$ cat src/rtl/draw_scheduler_if.sv
// ---------------------------------------------------------------------------
// draw_scheduler_if
//   Bundles the per-frame control/handshake signals between the game logic,
//   the sprite plotter datapath and the draw scheduler.
//   master : the scheduler (drives grant/busy/frame_tick/frame_count/flags)
//   slave  : game logic + datapath (drive enable/req/plot_done/clear_err)
//   Signals:
//     enable      frame timer run
//     req         level redraw requests, one bit per sprite layer
//     plot_done   one-cycle pulse: current sprite fully plotted
//     clear_err   synchronous clear of the sticky error flags
//     grant       one-hot (or zero) draw select
//     busy        scheduler has an active draw or pending requests
//     frame_tick  one-cycle frame boundary pulse
//     frame_count frames elapsed (wraps)
//     overrun     sticky: frame tick arrived during a draw
//     timeout_err sticky: a draw never reported plot_done
// ---------------------------------------------------------------------------
interface draw_scheduler_if #(
  parameter int NUM_REQ = 8
);
  logic               enable;
  logic [NUM_REQ-1:0] req;
  logic               plot_done;
  logic               clear_err;
  logic [NUM_REQ-1:0] grant;
  logic               busy;
  logic               frame_tick;
  logic [7:0]         frame_count;
  logic               overrun;
  logic               timeout_err;

  modport master (
    input  enable, req, plot_done, clear_err,
    output grant, busy, frame_tick, frame_count, overrun, timeout_err
  );

  modport slave (
    output enable, req, plot_done, clear_err,
    input  grant, busy, frame_tick, frame_count, overrun, timeout_err
  );
endinterface

$ cat src/rtl/draw_scheduler.sv
// ---------------------------------------------------------------------------
// draw_scheduler
//   Per-frame sequencer for the shared sprite plotter / VGA write port.
//   Generates the frame tick, latches redraw requests on each tick and hands
//   the plotter one layer at a time in fixed priority (bit 0 first),
//   advancing on plot_done, with a watchdog per draw.
//   Ports:
//     clk     system clock
//     resetn  asynchronous active-low reset
//     bus     draw_scheduler_if.master (see interface for signal list)
// ---------------------------------------------------------------------------
module draw_scheduler #(
  parameter int NUM_REQ          = 8,
  parameter int FRAME_CYCLES     = 833334,
  parameter int CNT_WIDTH        = 20,
  parameter int MAX_GRANT_CYCLES = 131072
) (
  input  logic             clk,
  input  logic             resetn,
  draw_scheduler_if.master bus
);

  localparam int WD_WIDTH = $clog2(MAX_GRANT_CYCLES + 1);

  localparam logic [CNT_WIDTH-1:0] CNT_LAST = CNT_WIDTH'(FRAME_CYCLES - 1);
  localparam logic [CNT_WIDTH-1:0] CNT_ONE  = CNT_WIDTH'(1);
  localparam logic [WD_WIDTH-1:0]  WD_LAST  = WD_WIDTH'(MAX_GRANT_CYCLES - 1);
  localparam logic [WD_WIDTH-1:0]  WD_ONE   = WD_WIDTH'(1);
  localparam logic [NUM_REQ-1:0]   REQ_ONE  = NUM_REQ'(1);

  typedef enum logic [1:0] {
    S_IDLE  = 2'd0,
    S_GRANT = 2'd1,
    S_GAP   = 2'd2
  } state_t;

  state_t               state_r, state_next_s;
  logic [CNT_WIDTH-1:0] cnt_r;
  logic                 tick_r;
  logic [7:0]           fcount_r;
  logic [NUM_REQ-1:0]   pending_r, pending_next_s;
  logic [NUM_REQ-1:0]   pick_mask_s;
  logic [NUM_REQ-1:0]   grant_r, grant_next_s;
  logic [WD_WIDTH-1:0]  wdog_r, wdog_next_s;
  logic                 timeout_set_s;
  logic                 overrun_set_s;
  logic                 overrun_r, timeout_r;

  // Isolates the lowest set bit: x & -x (two's complement).
  function automatic logic [NUM_REQ-1:0] lowest_set(input logic [NUM_REQ-1:0] vec);
    return vec & (~vec + REQ_ONE);
  endfunction

  // Frame timer: counts while enabled, wraps at the frame length and pulses the tick.
  always_ff @(posedge clk or negedge resetn) begin
    if (!resetn) begin
      cnt_r  <= '0;
      tick_r <= 1'b0;
    end else if (!bus.enable) begin
      cnt_r  <= '0;
      tick_r <= 1'b0;
    end else if (cnt_r == CNT_LAST) begin
      cnt_r  <= '0;
      tick_r <= 1'b1;
    end else begin
      cnt_r  <= cnt_r + CNT_ONE;
      tick_r <= 1'b0;
    end
  end

  // Frame counter: advances once per frame tick.
  always_ff @(posedge clk or negedge resetn) begin
    if (!resetn) begin
      fcount_r <= 8'd0;
    end else if (tick_r) begin
      fcount_r <= fcount_r + 8'd1;
    end else begin
      fcount_r <= fcount_r;
    end
  end

  // Next-state, grant select, watchdog and pending-request update.
  always_comb begin
    state_next_s  = state_r;
    grant_next_s  = grant_r;
    wdog_next_s   = wdog_r;
    pick_mask_s   = '0;
    timeout_set_s = 1'b0;
    case (state_r)
      S_IDLE: begin
        grant_next_s = '0;
        if (pending_r != '0) begin
          pick_mask_s  = lowest_set(pending_r);
          grant_next_s = lowest_set(pending_r);
          wdog_next_s  = '0;
          state_next_s = S_GRANT;
        end else begin
          state_next_s = S_IDLE;
        end
      end
      S_GRANT: begin
        if (bus.plot_done) begin
          grant_next_s = '0;
          state_next_s = S_GAP;
        end else if (wdog_r == WD_LAST) begin
          // The increment would reach the limit: abandon this draw.
          grant_next_s  = '0;
          wdog_next_s   = '0;
          timeout_set_s = 1'b1;
          state_next_s  = S_GAP;
        end else begin
          wdog_next_s = wdog_r + WD_ONE;
        end
      end
      S_GAP: begin
        // One dead cycle so the plotter's done/enable can drop before the next grant.
        grant_next_s = '0;
        state_next_s = S_IDLE;
      end
      default: begin
        grant_next_s = '0;
        state_next_s = S_IDLE;
      end
    endcase
    // A bit re-requested on the tick that picks it stays pending for another draw.
    pending_next_s = (pending_r & ~pick_mask_s) | (tick_r ? bus.req : '0);
    overrun_set_s  = tick_r && ((state_r == S_GRANT) || (state_r == S_GAP));
  end

  // Scheduler state, grant, watchdog and pending registers.
  always_ff @(posedge clk or negedge resetn) begin
    if (!resetn) begin
      state_r   <= S_IDLE;
      grant_r   <= '0;
      wdog_r    <= '0;
      pending_r <= '0;
    end else begin
      state_r   <= state_next_s;
      grant_r   <= grant_next_s;
      wdog_r    <= wdog_next_s;
      pending_r <= pending_next_s;
    end
  end

  // Sticky error flags: setting wins over a simultaneous clear.
  always_ff @(posedge clk or negedge resetn) begin
    if (!resetn) begin
      overrun_r <= 1'b0;
      timeout_r <= 1'b0;
    end else begin
      if (overrun_set_s) begin
        overrun_r <= 1'b1;
      end else if (bus.clear_err) begin
        overrun_r <= 1'b0;
      end else begin
        overrun_r <= overrun_r;
      end
      if (timeout_set_s) begin
        timeout_r <= 1'b1;
      end else if (bus.clear_err) begin
        timeout_r <= 1'b0;
      end else begin
        timeout_r <= timeout_r;
      end
    end
  end

  assign bus.grant       = grant_r;
  assign bus.busy        = (state_r != S_IDLE) || (pending_r != '0);
  assign bus.frame_tick  = tick_r;
  assign bus.frame_count = fcount_r;
  assign bus.overrun     = overrun_r;
  assign bus.timeout_err = timeout_r;

endmodule

$ cat src/flat_wrapper.sv
// flat-port wrapper written by rule: the top's interface ports become plain ports
module draw_scheduler_flat 
#(
  parameter int NUM_REQ          = 8,
  parameter int FRAME_CYCLES     = 833334,
  parameter int CNT_WIDTH        = 20,
  parameter int MAX_GRANT_CYCLES = 131072
)
  (clk, resetn, bus_enable, bus_req, bus_plot_done, bus_clear_err, bus_grant, bus_busy, bus_frame_tick, bus_frame_count, bus_overrun, bus_timeout_err);
  draw_scheduler_if #(.NUM_REQ(NUM_REQ)) bus_i ();
  input  logic clk;
  input  logic resetn;
  input wire logic [$bits(bus_i.enable)-1:0] bus_enable;
  input wire logic [$bits(bus_i.req)-1:0] bus_req;
  input wire logic [$bits(bus_i.plot_done)-1:0] bus_plot_done;
  input wire logic [$bits(bus_i.clear_err)-1:0] bus_clear_err;
  output wire logic [$bits(bus_i.grant)-1:0] bus_grant;
  output wire logic [$bits(bus_i.busy)-1:0] bus_busy;
  output wire logic [$bits(bus_i.frame_tick)-1:0] bus_frame_tick;
  output wire logic [$bits(bus_i.frame_count)-1:0] bus_frame_count;
  output wire logic [$bits(bus_i.overrun)-1:0] bus_overrun;
  output wire logic [$bits(bus_i.timeout_err)-1:0] bus_timeout_err;
  assign bus_i.enable = bus_enable;
  assign bus_i.req = bus_req;
  assign bus_i.plot_done = bus_plot_done;
  assign bus_i.clear_err = bus_clear_err;
  assign bus_grant = bus_i.grant;
  assign bus_busy = bus_i.busy;
  assign bus_frame_tick = bus_i.frame_tick;
  assign bus_frame_count = bus_i.frame_count;
  assign bus_overrun = bus_i.overrun;
  assign bus_timeout_err = bus_i.timeout_err;
  draw_scheduler #(.NUM_REQ(NUM_REQ), .FRAME_CYCLES(FRAME_CYCLES), .CNT_WIDTH(CNT_WIDTH), .MAX_GRANT_CYCLES(MAX_GRANT_CYCLES)) u_core (.clk(clk), .resetn(resetn), .bus(bus_i));
endmodule
$ cat config.mk
export PLATFORM = sky130hd
export DESIGN_NAME = draw_scheduler_flat
export DESIGN_NICKNAME = d
export VERILOG_FILES = /design/src/rtl/draw_scheduler_if.sv /design/src/rtl/draw_scheduler.sv /design/src/flat_wrapper.sv
export SDC_FILE = /design/constraint.sdc
export NUM_CORES = 1
export LEC_CHECK = 0
export ABC_AREA = 1
export BUFFER_PORTS_ARGS = -buffer_cell sky130_fd_sc_hd__buf_4
export CELL_PAD_IN_SITES_DETAIL_PLACEMENT = 0
export CELL_PAD_IN_SITES_GLOBAL_PLACEMENT = 2
export CORE_MARGIN = 1.5
export CORE_UTILIZATION = 30
export CTS_BUF_LIST = sky130_fd_sc_hd__clkbuf_4 sky130_fd_sc_hd__clkbuf_8 sky130_fd_sc_hd__clkbuf_16
export DETAILED_ROUTE_END_ITERATION = 6
export PLACE_DENSITY_LB_ADDON = 0.1
export SYNTH_ARGS = -nofsm -noshare
export SYNTH_HDL_FRONTEND = slang
export SYNTH_SLANG_ARGS = --single-unit
$ cat constraint.sdc
create_clock -name clk -period 1.7 [get_ports clk]
set_input_delay 0.17 -clock clk [delete_from_list [all_inputs] [get_ports clk]]
set_output_delay 0.17 -clock clk [all_outputs]
set_load 0.005 [all_outputs]
Yosys cells after proc, flatten, opt, wreduce, memory -nomap -nowiden
Cells that the tools add are included. Widths: inputs -> output; s select.

Register bits after elaboration: 67. Output and inout port bits: 20.

$add $sub $neg: 4. Equal/unequal tests: 7. Multiplexer cells: 24. Bitwise logic cells: 5. Reductions and logical operators: 10.

Operator list (number): $mux 18 (3); $mux 20 (2); $mux 8 (5); $pmux 18 s2 (1); $add 20x1->20 const B (1); $eq 20x20->1 const B (1); $add 18x1->18 const B (1); $eq 18x17->1 const B (1); $add 8x1->8 const B (2); $and 8x8->8 (2); $not 8->8 (2); $pmux 8 s2 (1); $mux 1 (9); $or 8x8->8 (1); $reduce_bool 2->1 (4); $reduce_bool 8->1 (1); $mux 2 (2); $pmux 2 s2 (1); $ne 3x2->1 const B (1); $reduce_and 3->1 (1); $eq 2x1->1 const B (1); $eq 2x2->1 const B (1); $logic_not 2->1 (1); $logic_or 1x1->1 (2); other kinds (3) (3).

Longest topological paths before layout
Gate-level depths: netlist of run 1.

Depth in word-level cells: 8. Depth in mapped cells: 10.

Worst setup path after synthesis of run 1
Ideal clock, no wire load.

Kind: reg-to-reg. From: register u_core.state_r[0]. To: register u_core.wdog_r[16]. Library setup time: 0.074 ns. Arrival time: 1.529 ns. Data required time: 1.626 ns. Path slack: 0.097 ns. Stages on the path, launching flop included: 9. Path buffers: 1. Path through: dfrtp_1 > inv_1 > ha_1 > inv_2 > o21ai_2 > a21boi_4 > buf_6 > nand4_1 > o21ai_2.

Longest elaborated chain between the ends: 3.

Ends and longest elaborated chain: start: declaration (RTL line draw_scheduler.sv:37) `state_t state_r, state_next_s;`; start signal: assignment (RTL line draw_scheduler.sv:138) `state_r <= state_next_s;`; $eq 2x1->1 / $logic_not 2->1 (equally long branches) (RTL line draw_scheduler.sv:89) `case (state_r)`; $ne 2x2->1 (no source line) (tied with other cells); $reduce_and 3->1 (no source line); end signal: assignment (RTL line draw_scheduler.sv:140) `wdog_r <= wdog_next_s;`; end: declaration (RTL line draw_scheduler.sv:44) `logic [WD_WIDTH-1:0] wdog_r, wdog_next_s;`.

Parallel ways exist; a longest one is shown, timed or not. A chain may end at the register's enable or synchronous reset.

Final worst setup path of run 1
From: register u_core.wdog_r[1]. To: register u_core.grant_r[6], in the netlist u_core.bus.grant[6].

Longest elaborated chain between the ends: 2.

Ends and longest elaborated chain: $eq 18x17->1 (RTL line draw_scheduler.sv:105) `end else if (wdog_r == WD_LAST) begin`; $ne 3x2->1 (no source line); end signal: assignment (RTL line draw_scheduler.sv:139) `grant_r <= grant_next_s;`; end: declaration (RTL line draw_scheduler.sv:43) `logic [NUM_REQ-1:0] grant_r, grant_next_s;`.

Every way passes these cells.

==> results of run 1 <==
## registers in the layout, summed over array words and instances (netlist names), 2 cells and up
signal                  cells
u_core.state_r              2
u_core.pending_r            8
u_core.bus.grant            8
u_core.wdog_r              18
u_core.bus.frame_count      8
u_core.cnt_r               20
## cells by family (layout without fill, tap and decap cells)
logic type	count (synthesis)	count (layout)	synth area share, %
AND/OR/NAND/NOR	270	272	32.3
AO/OA/AOI/OAI	47	47	7.59
flip-flops	67	67	45.8
adder cells (fa/ha/maj)	6	6	2.05
XOR/XNOR	14	14	3.35
buffers and inverters	80	161	8.92
## cell usage after synthesis
library cell  number
nand3_1           25
dfrtp_1           67
xnor2_1            1
nand4_1           25
a22o_1             1
o21ai_2            3
or2_2              3
buf_4              1
nand2_1          111
a31oi_1            2
xor2_1            13
ha_1               6
inv_1             74
o22ai_1            1
inv_2              1
nand3_4            2
nor3_1            17
nor2_2             2
nor4_1             3
a21boi_4           1
nand2_2            1
buf_6              3
nand3b_1           1
a21oi_1            2
o21bai_1           3
clkbuf_1           1
a211oi_1           1
o21ai_0           32
o21ai_1            1
nor2_1            80
## worst max-delay path by stage
stage                                        startpoint                               to  slack [ns]  depth (start not counted)
after floorplan           u_core.state_r[0]$_DFFE_PN0P_    u_core.wdog_r[16]$_DFFE_PN0P_         0.1                          8
after detailed placement   u_core.wdog_r[1]$_DFFE_PN0P_  u_core.bus.grant[6]$_DFFE_PN0P_        0.03                          9
after CTS                  u_core.wdog_r[1]$_DFFE_PN0P_  u_core.bus.grant[6]$_DFFE_PN0P_        0.01                          9
after global routing       u_core.wdog_r[1]$_DFFE_PN0P_  u_core.bus.grant[6]$_DFFE_PN0P_       -0.03                          9
after global placement        u_core.cnt_r[0]$_DFF_PN0_       u_core.cnt_r[18]$_DFF_PN0_        0.02                          8
final                      u_core.wdog_r[1]$_DFFE_PN0P_  u_core.bus.grant[6]$_DFFE_PN0P_        0.06                          9
## cell type report
| class | instances | area, um2 | share of cell area, % |
|---|---|---|---|
| Clock buffer | 11 | 246 | 5.13 |
| Clock inverter | 5 | 100 | 2.08 |
| Inverter | 75 | 282 | 5.86 |
| Multi-Input combinational cell | 339 | 1750 | 36.3 |
| Sequential cell | 67 | 1680 | 34.9 |
| Tap cell | 147 | 184 | 3.83 |
| Timing Repair Buffer | 70 | 571 | 11.9 |
## worst max-delay path, stage by stage (launching register included)
cell,delay [ns]
dfrtp_1,0.44
ha_4,0.17
nand2_1,0.08
nor2_2,0.16
nand2_2,0.08
inv_2,0.09
nand3_4,0.19
nand3_4,0.19
nand2_1,0.07
o21ai_1,0.08
## what timing repair did
item                                   4_1_cts  5_1_grt
endpoints found under the hold margin       16        0
hold buffers                                 1        0
setup endpoints to repair                    0       23
setup buffers                                0        8
resized for setup                            0       24
## per-layer routing
layer,up-vias,track usage [%]
met5,-,0
met4,0,8.08
met3,15,2.87
met2,67,24.4
met1,1555,23.7
li1,1713,-
## power groups by stage
stage / Combinational [mW] / Clock (mW) / Sequential (mW)
floorplan: 0.905 / 0 / 1.81
global placement: 1.49 / 0 / 1.82
detailed placement: 1.49 / 0 / 1.82
CTS: 1.50 / 2.27 / 1.80
global route: 1.99 / 2.33 / 1.83
finish: 1.81 / 2.21 / 1.81
## stage by stage
stage | cells | setup TNS (ns) | util [%]
4_1_cts | 703 | 0 | 38.7
2_1_floorplan | 484 | 0 | -
5_1_grt | 714 | -0.252 | 40.2
3_5_place_dp | 686 | 0 | 35.7
6_report | 714 | 0 | 40.2
3_3_place_gp | 686 | 0 | 35.7
==> flow_summary.toml, run 1 <==
[flow_run]
maxCapViolCount = 0

[synthesis]
synthTopCellsByArea = "dfrtp_1 (46%), nand2_1 (11%), nor2_1 (8.2%)"
ys_seq_area_share_pct = 45.8
synth_area_leader_cell = "dfrtp_1"
synth-seq-cells = 67
ys_types = 30
synthesis.nets = 503
synth_warnings = 0
synth_area_mm2 = 0.00366
postSynthCellCount = 484
synth_top_area_share_pct = 45.8
syn_avg_cell_area_um2 = 7.56

[cells_and_area]
fillCellCount = 1263
final_layout_size_suffix_gt1_share_pct = 20.5
nNetsFinal = 581
diodes = 0
mostFrequentLayoutCell = "nand2_1"
mostFrequentLayoutCells = "nand2_1 (110), nor2_1 (73), inv_1 (71)"
fin_area_mm2 = 0.00481
syn2layout_area_growth_pct = 31.3

[detailed_routing]
drt-total-wl_mm = 10.2
top_layer_used = "met4"
viasPerCell = 4.69
vias = 3350
wl_per_cell_um = 14.3
ant_nets = 0
wl_met3_um = 367
wl_met2_mm = 4.38
route.detailed.drc = 0
drt-initial-drc-count = 204
drt_first_pass_iters = 4
wl_met1_mm = 5.25

[timing]
max_freq_ghz = 0.611
fin_crit_ns = 1.64
slew_headroom_pct = 73.2
skew_ns = 0.00398
timing.hold.ws_ns = 0.0286
rsz0062_at_grt = "true"
fin_crit_sh_pct = 96.2
setup_slack_ns = 0.0643
tightest_slew_ns = 0.399
setup_viol = 0
slew_violations = 0
hold_violations = 0

[power_and_ir_drop]
p_leak_nw = 2.22
p_int_mw = 3.97
power.switching_mw = 1.86
swShare_pct = 31.8
p_clk_share_pct = 38.0
p_comb_share_pct = 31.0
power_density_mw_per_mm2 = 1210
ir_worst_vdd_uv = 528
power.total_mw = 5.83
seq_power_share_pct = 31.0

[clocking]
cts_tree = "yes"
ctsLongestPathBuffers = 2
h-tree-depth = 3
clk_pin_slew_ns = 0.06
cts_buffers = 9
clock_sinks = 67
cts-root-buf = "clkbuf_16"
clkLatencyLatePin_ns = 0.34

[floorplan]
initial_core_util_pct = 30.6
fp.dieH_um = 113
core.rowCount = 40
ios = 33
die_area_mm2 = 0.0129
coreArea_mm2 = 0.0120
die_w_um = 113

[global_routing]
grt_max_degree = 52
grt_usage_pct = 16.6
grt_pass1_vias = 3256
antenna_found_initial = 0
grt_pass1_wl_mm = 16.5
gr-total-overflow = 0

[worst_hold_path]
hold_path_class = "primary input to register"
worstHoldStart = "bus_clear_err"
min_to = "u_core.bus.overrun$_DFFE_PN0P_"
hold_path_depth = 2

[place]
placed_cell_area_mm2 = 0.00428
io_buffers = 32
routabilityCongestion = 0.795
preCtsSetupSlack_ns = 0.0271
dp_hpwl_mm = 7.14

[setup_path]
r2r_start = "u_core.wdog_r[1]$_DFFE_PN0P_"
required_ns = 1.97
path_class = "register to register"
reg2regPathDepth = 9
r2r_setup_slack_ns = 0.06
crit_fanout = 8
cp.arrival_ns = 1.90
r2r-end = "u_core.bus.grant[6]$_DFFE_PN0P_"
endpoint_kind = "register"
startpoint_type = "register"

[outcome]
status = "finished, final reports clean"
(Power assumes the default switching activity.)
==> run 2: changes to the inputs <==
--- a/config.mk
+++ b/config.mk
@@ -5,14 +5,14 @@
 export SDC_FILE = /design/constraint.sdc
 export NUM_CORES = 1
 export LEC_CHECK = 0
-export ABC_AREA = 1
-export BUFFER_PORTS_ARGS = -buffer_cell sky130_fd_sc_hd__buf_4
+export ABC_AREA = 0
 export CELL_PAD_IN_SITES_DETAIL_PLACEMENT = 0
 export CELL_PAD_IN_SITES_GLOBAL_PLACEMENT = 2
 export CORE_MARGIN = 1.5
 export CORE_UTILIZATION = 30
 export CTS_BUF_LIST = sky130_fd_sc_hd__clkbuf_4 sky130_fd_sc_hd__clkbuf_8 sky130_fd_sc_hd__clkbuf_16
 export DETAILED_ROUTE_END_ITERATION = 6
+export DONT_BUFFER_PORTS = 1
 export PLACE_DENSITY_LB_ADDON = 0.1
 export SYNTH_ARGS = -nofsm -noshare
 export SYNTH_HDL_FRONTEND = slang
==> run 2 against run 1 <==
Net effect:
- the run now ends with negative setup slack left
- largest power group is now sequential cells
- flip-flop and latch count unchanged
- critical path type unchanged
- highest routed layer unchanged
- die area fell by 11%
- register-to-register slack lost 0.19 ns
- largest cell class unchanged
- sequential share of layout area grew 2.2 points
- critical path depth unchanged
- count of clock-buffer cells in the layout decreased by 1
==> flow_summary.toml, run 2 <==
[setup_path]
startpoint_type = "register"
cpPeakStageDelay_ns = 0.40
crit_fanout = 6
crit_family = "simple AND/OR/NAND/NOR gates"
cp.arrival_ns = 2.11
cp_slowest_cell = "dfrtp_1"
endpoint_kind = "register"
crit_buf_inv = 3
required_ns = 1.99
worstPathCellList = "inv_2 -> buf_4 -> ha_4 -> nand2b_4 -> a31oi_1 -> a21bo_2 -> buf_6 -> or3_1 -> nand3_1"
path_class = "register to register"

[timing]
fin_crit_ns = 1.82
skew_ns = 0.00947
hold_violations = 0
fin_crit_sh_pct = 107
max_freq_ghz = 0.549
slew_headroom_pct = 78.3
setup_viol = 36
slew_violations = 0
tightest_slew_ns = 0.322
setup_slack_ns = -0.121
rsz0062_at_grt = "true"

[synthesis]
postSynthCellCount = 333
async_reset_ff_share_pct = 100
ys.flop_type = "dfrtp_1"
ys_top_cells_by_count = "dfrtp_1 (67), nand2_1 (46), nor2_1 (37)"
synth_top_area_share_pct = 51.7
synth-edff-count = 0
synth_warnings = 0
synth_area_leader_cell = "dfrtp_1"
synth_area_mm2 = 0.00324
syn_avg_cell_area_um2 = 9.74
ys_seq_area_share_pct = 51.7
ys_types = 43
synthTopCellsByArea = "dfrtp_1 (52%), nand2_1 (5.3%), xor2_1 (4.6%)"
synth-seq-cells = 67
synth.most_common_cell = "dfrtp_1"
synthesis.nets = 352

[global_routing]
antenna_found_initial = 0
gr-total-overflow = 0
grt_usage_pct = 15.1
grt_pass1_vias = 2718
grt_max_degree = 68
grt_pass1_wl_mm = 13.5

[place]
io_buffers = 0
preCtsSetupSlack_ns = -0.125
dp_hpwl_mm = 5.37
routabilityCongestion = 0.711
post-place-cells = 513

[cells_and_area]
top_regs = "u_core.cnt_r x20, u_core.wdog_r x18"
syn2layout_area_growth_pct = 39.3
diodes = 0
multi_input_area_mm2 = 0.00171
top_register = "u_core.cnt_r"
nNetsFinal = 430
fin_cells = 552
largest_reg_flops = 20
mostFrequentLayoutCells = "dfrtp_1 (67), buf_4 (49), nand2_1 (44)"
fillCellCount = 1034
mostFrequentLayoutCell = "dfrtp_1"
final_layout_size_suffix_gt1_share_pct = 31.3
seq_area_mm2 = 0.00168

[power_and_ir_drop]
ir_worst_vdd_uv = 384
power_density_mw_per_mm2 = 798
p_leak_nw = 1.99

[clocking]
cts_buffers = 9
clock_sinks = 67
h-tree-depth = 3
cts_tree = "yes"
clk_pin_slew_ns = 0.09
ctsLongestPathBuffers = 2
cts-root-buf = "clkbuf_8"
clkLatencyLatePin_ns = 0.35

[outcome]
status = "finished, violations left"
violations = "negative setup slack"

[detailed_routing]
drt_first_pass_iters = 4
viasPerCell = 4.76
vias = 2628
drt-initial-drc-count = 94
drt-total-wl_mm = 7.89
route.detailed.drc = 0
ant_nets = 0
wl_per_cell_um = 14.3

[floorplan]
ios = 33
initial_core_util_pct = 31.1
core.rowCount = 37
die_w_um = 107
coreArea_mm2 = 0.0104
die_area_mm2 = 0.0114
fp.dieH_um = 107

[flow_run]
maxCapViolCount = 0

[worst_hold_path]
hold_path_class = "primary input to register"
## run 2: changes by cell type after synthesis, sizes merged, moves of 5 or more
cell,change
nand4,-11
inv,-62
xnor2,+12
nor3,-11
or3,+5
o21ai,-17
nand2,-65
and3,+8
nor2,-45
## run 2: layout make-up
cell class              instances  share of cell area [%]
multi-input cells             245                    37.8
inverters                      13                    1.08
flip-flops and latches         67                    37.1
clock inverters                 6                    2.11
repair buffers                 75                    15.0
well taps                     136                    3.77
clock buffers                  10                    3.05
## run 2: stage by stage
step / setup TNS [ns] / hold WS [ns] / utilization [%] / cell area (um2) / power (mW)
after global placement: -0.911 / -0.124 / 36.6 / 3810 / 1.95
after CTS: -1.67 / -0.519 / 41.1 / 4280 / 3.60
after floorplan: 0 / -0.126 / - / 3290 / 1.82
final: -1.29 / 0.110 / 43.4 / 4520 / 3.61
after global routing: -6.38 / 0.0921 / 43.4 / 4520 / 3.79
after detailed placement: -1.88 / -0.124 / 36.6 / 3810 / 1.95
## run 2: routing by layer
layer | track usage (%) | wire length, um | vias to the layer above
met2 | 25.5 | 3950 | 30
li1 | - | - | 1317
met1 | 18.9 | 3650 | 1274
met4 | 4.57 | 80 | 0
met3 | 3.89 | 213 | 7
met5 | 0 | 0 | -
## run 2: cell families after synthesis
| logic type | synth area share (%) |
|---|---|
| and+or+nand+nor | 25.2 |
| DFF | 51.7 |
| AOI/OAI and AO/OA | 9.30 |
| xor gates and xnor gates | 8.10 |
| buffers and inverters | 2.97 |
| adders and majority gates | 2.32 |
| muxes | 0.347 |
## run 2: path summary, 6_finish.rpt
kind / from / endpoint / slack, ns / cells after the start
max: u_core.state_r[1]$_DFFE_PN0P_ / u_core.wdog_r[5]$_DFFE_PN0P_ / -0.12 / 9
min: bus_enable / u_core.cnt_r[2]$_DFF_PN0_ / 0.11 / 3
min in group asynchronous: resetn / u_core.bus.frame_count[7]$_DFFE_PN0P_ / 0.35 / 2
min reg2reg: u_core.bus.frame_count[7]$_DFFE_PN0P_ / u_core.bus.frame_count[7]$_DFFE_PN0P_ / 0.49 / 1
max in group asynchronous: resetn / u_core.wdog_r[3]$_DFFE_PN0P_ / 1.07 / 2
max reg2reg: u_core.state_r[1]$_DFFE_PN0P_ / u_core.wdog_r[5]$_DFFE_PN0P_ / -0.12 / 9
## run 2: power breakdown
part / internal [mW] / switching (mW) / total [mW]
clock network: 0.882 / 0.709 / 1.59
registers: 1.65 / 0.0354 / 1.69
logic: 0.160 / 0.169 / 0.329
## run 2: repair_timing
action                     CTS  global route
hold buffers                11             2
gates resized for setup     22            53
hold endpoints to repair    79            67
pin swaps                   13            25
setup buffers                5             4
setup endpoints to repair   40            47
cloned                       1             1
## run 2: worst reg2reg max path, delay by kind of cell (launching register included)
| kind | cells | cell delay [ns] |
|---|---|---|
| flip-flops | 1 | 0.40 |
| AND/OR/NAND/NOR | 3 | 0.48 |
| buffers and inverters | 3 | 0.34 |
| AO/OA/AOI/OAI | 2 | 0.41 |
| adder cells (fa/ha/maj) | 1 | 0.13 |
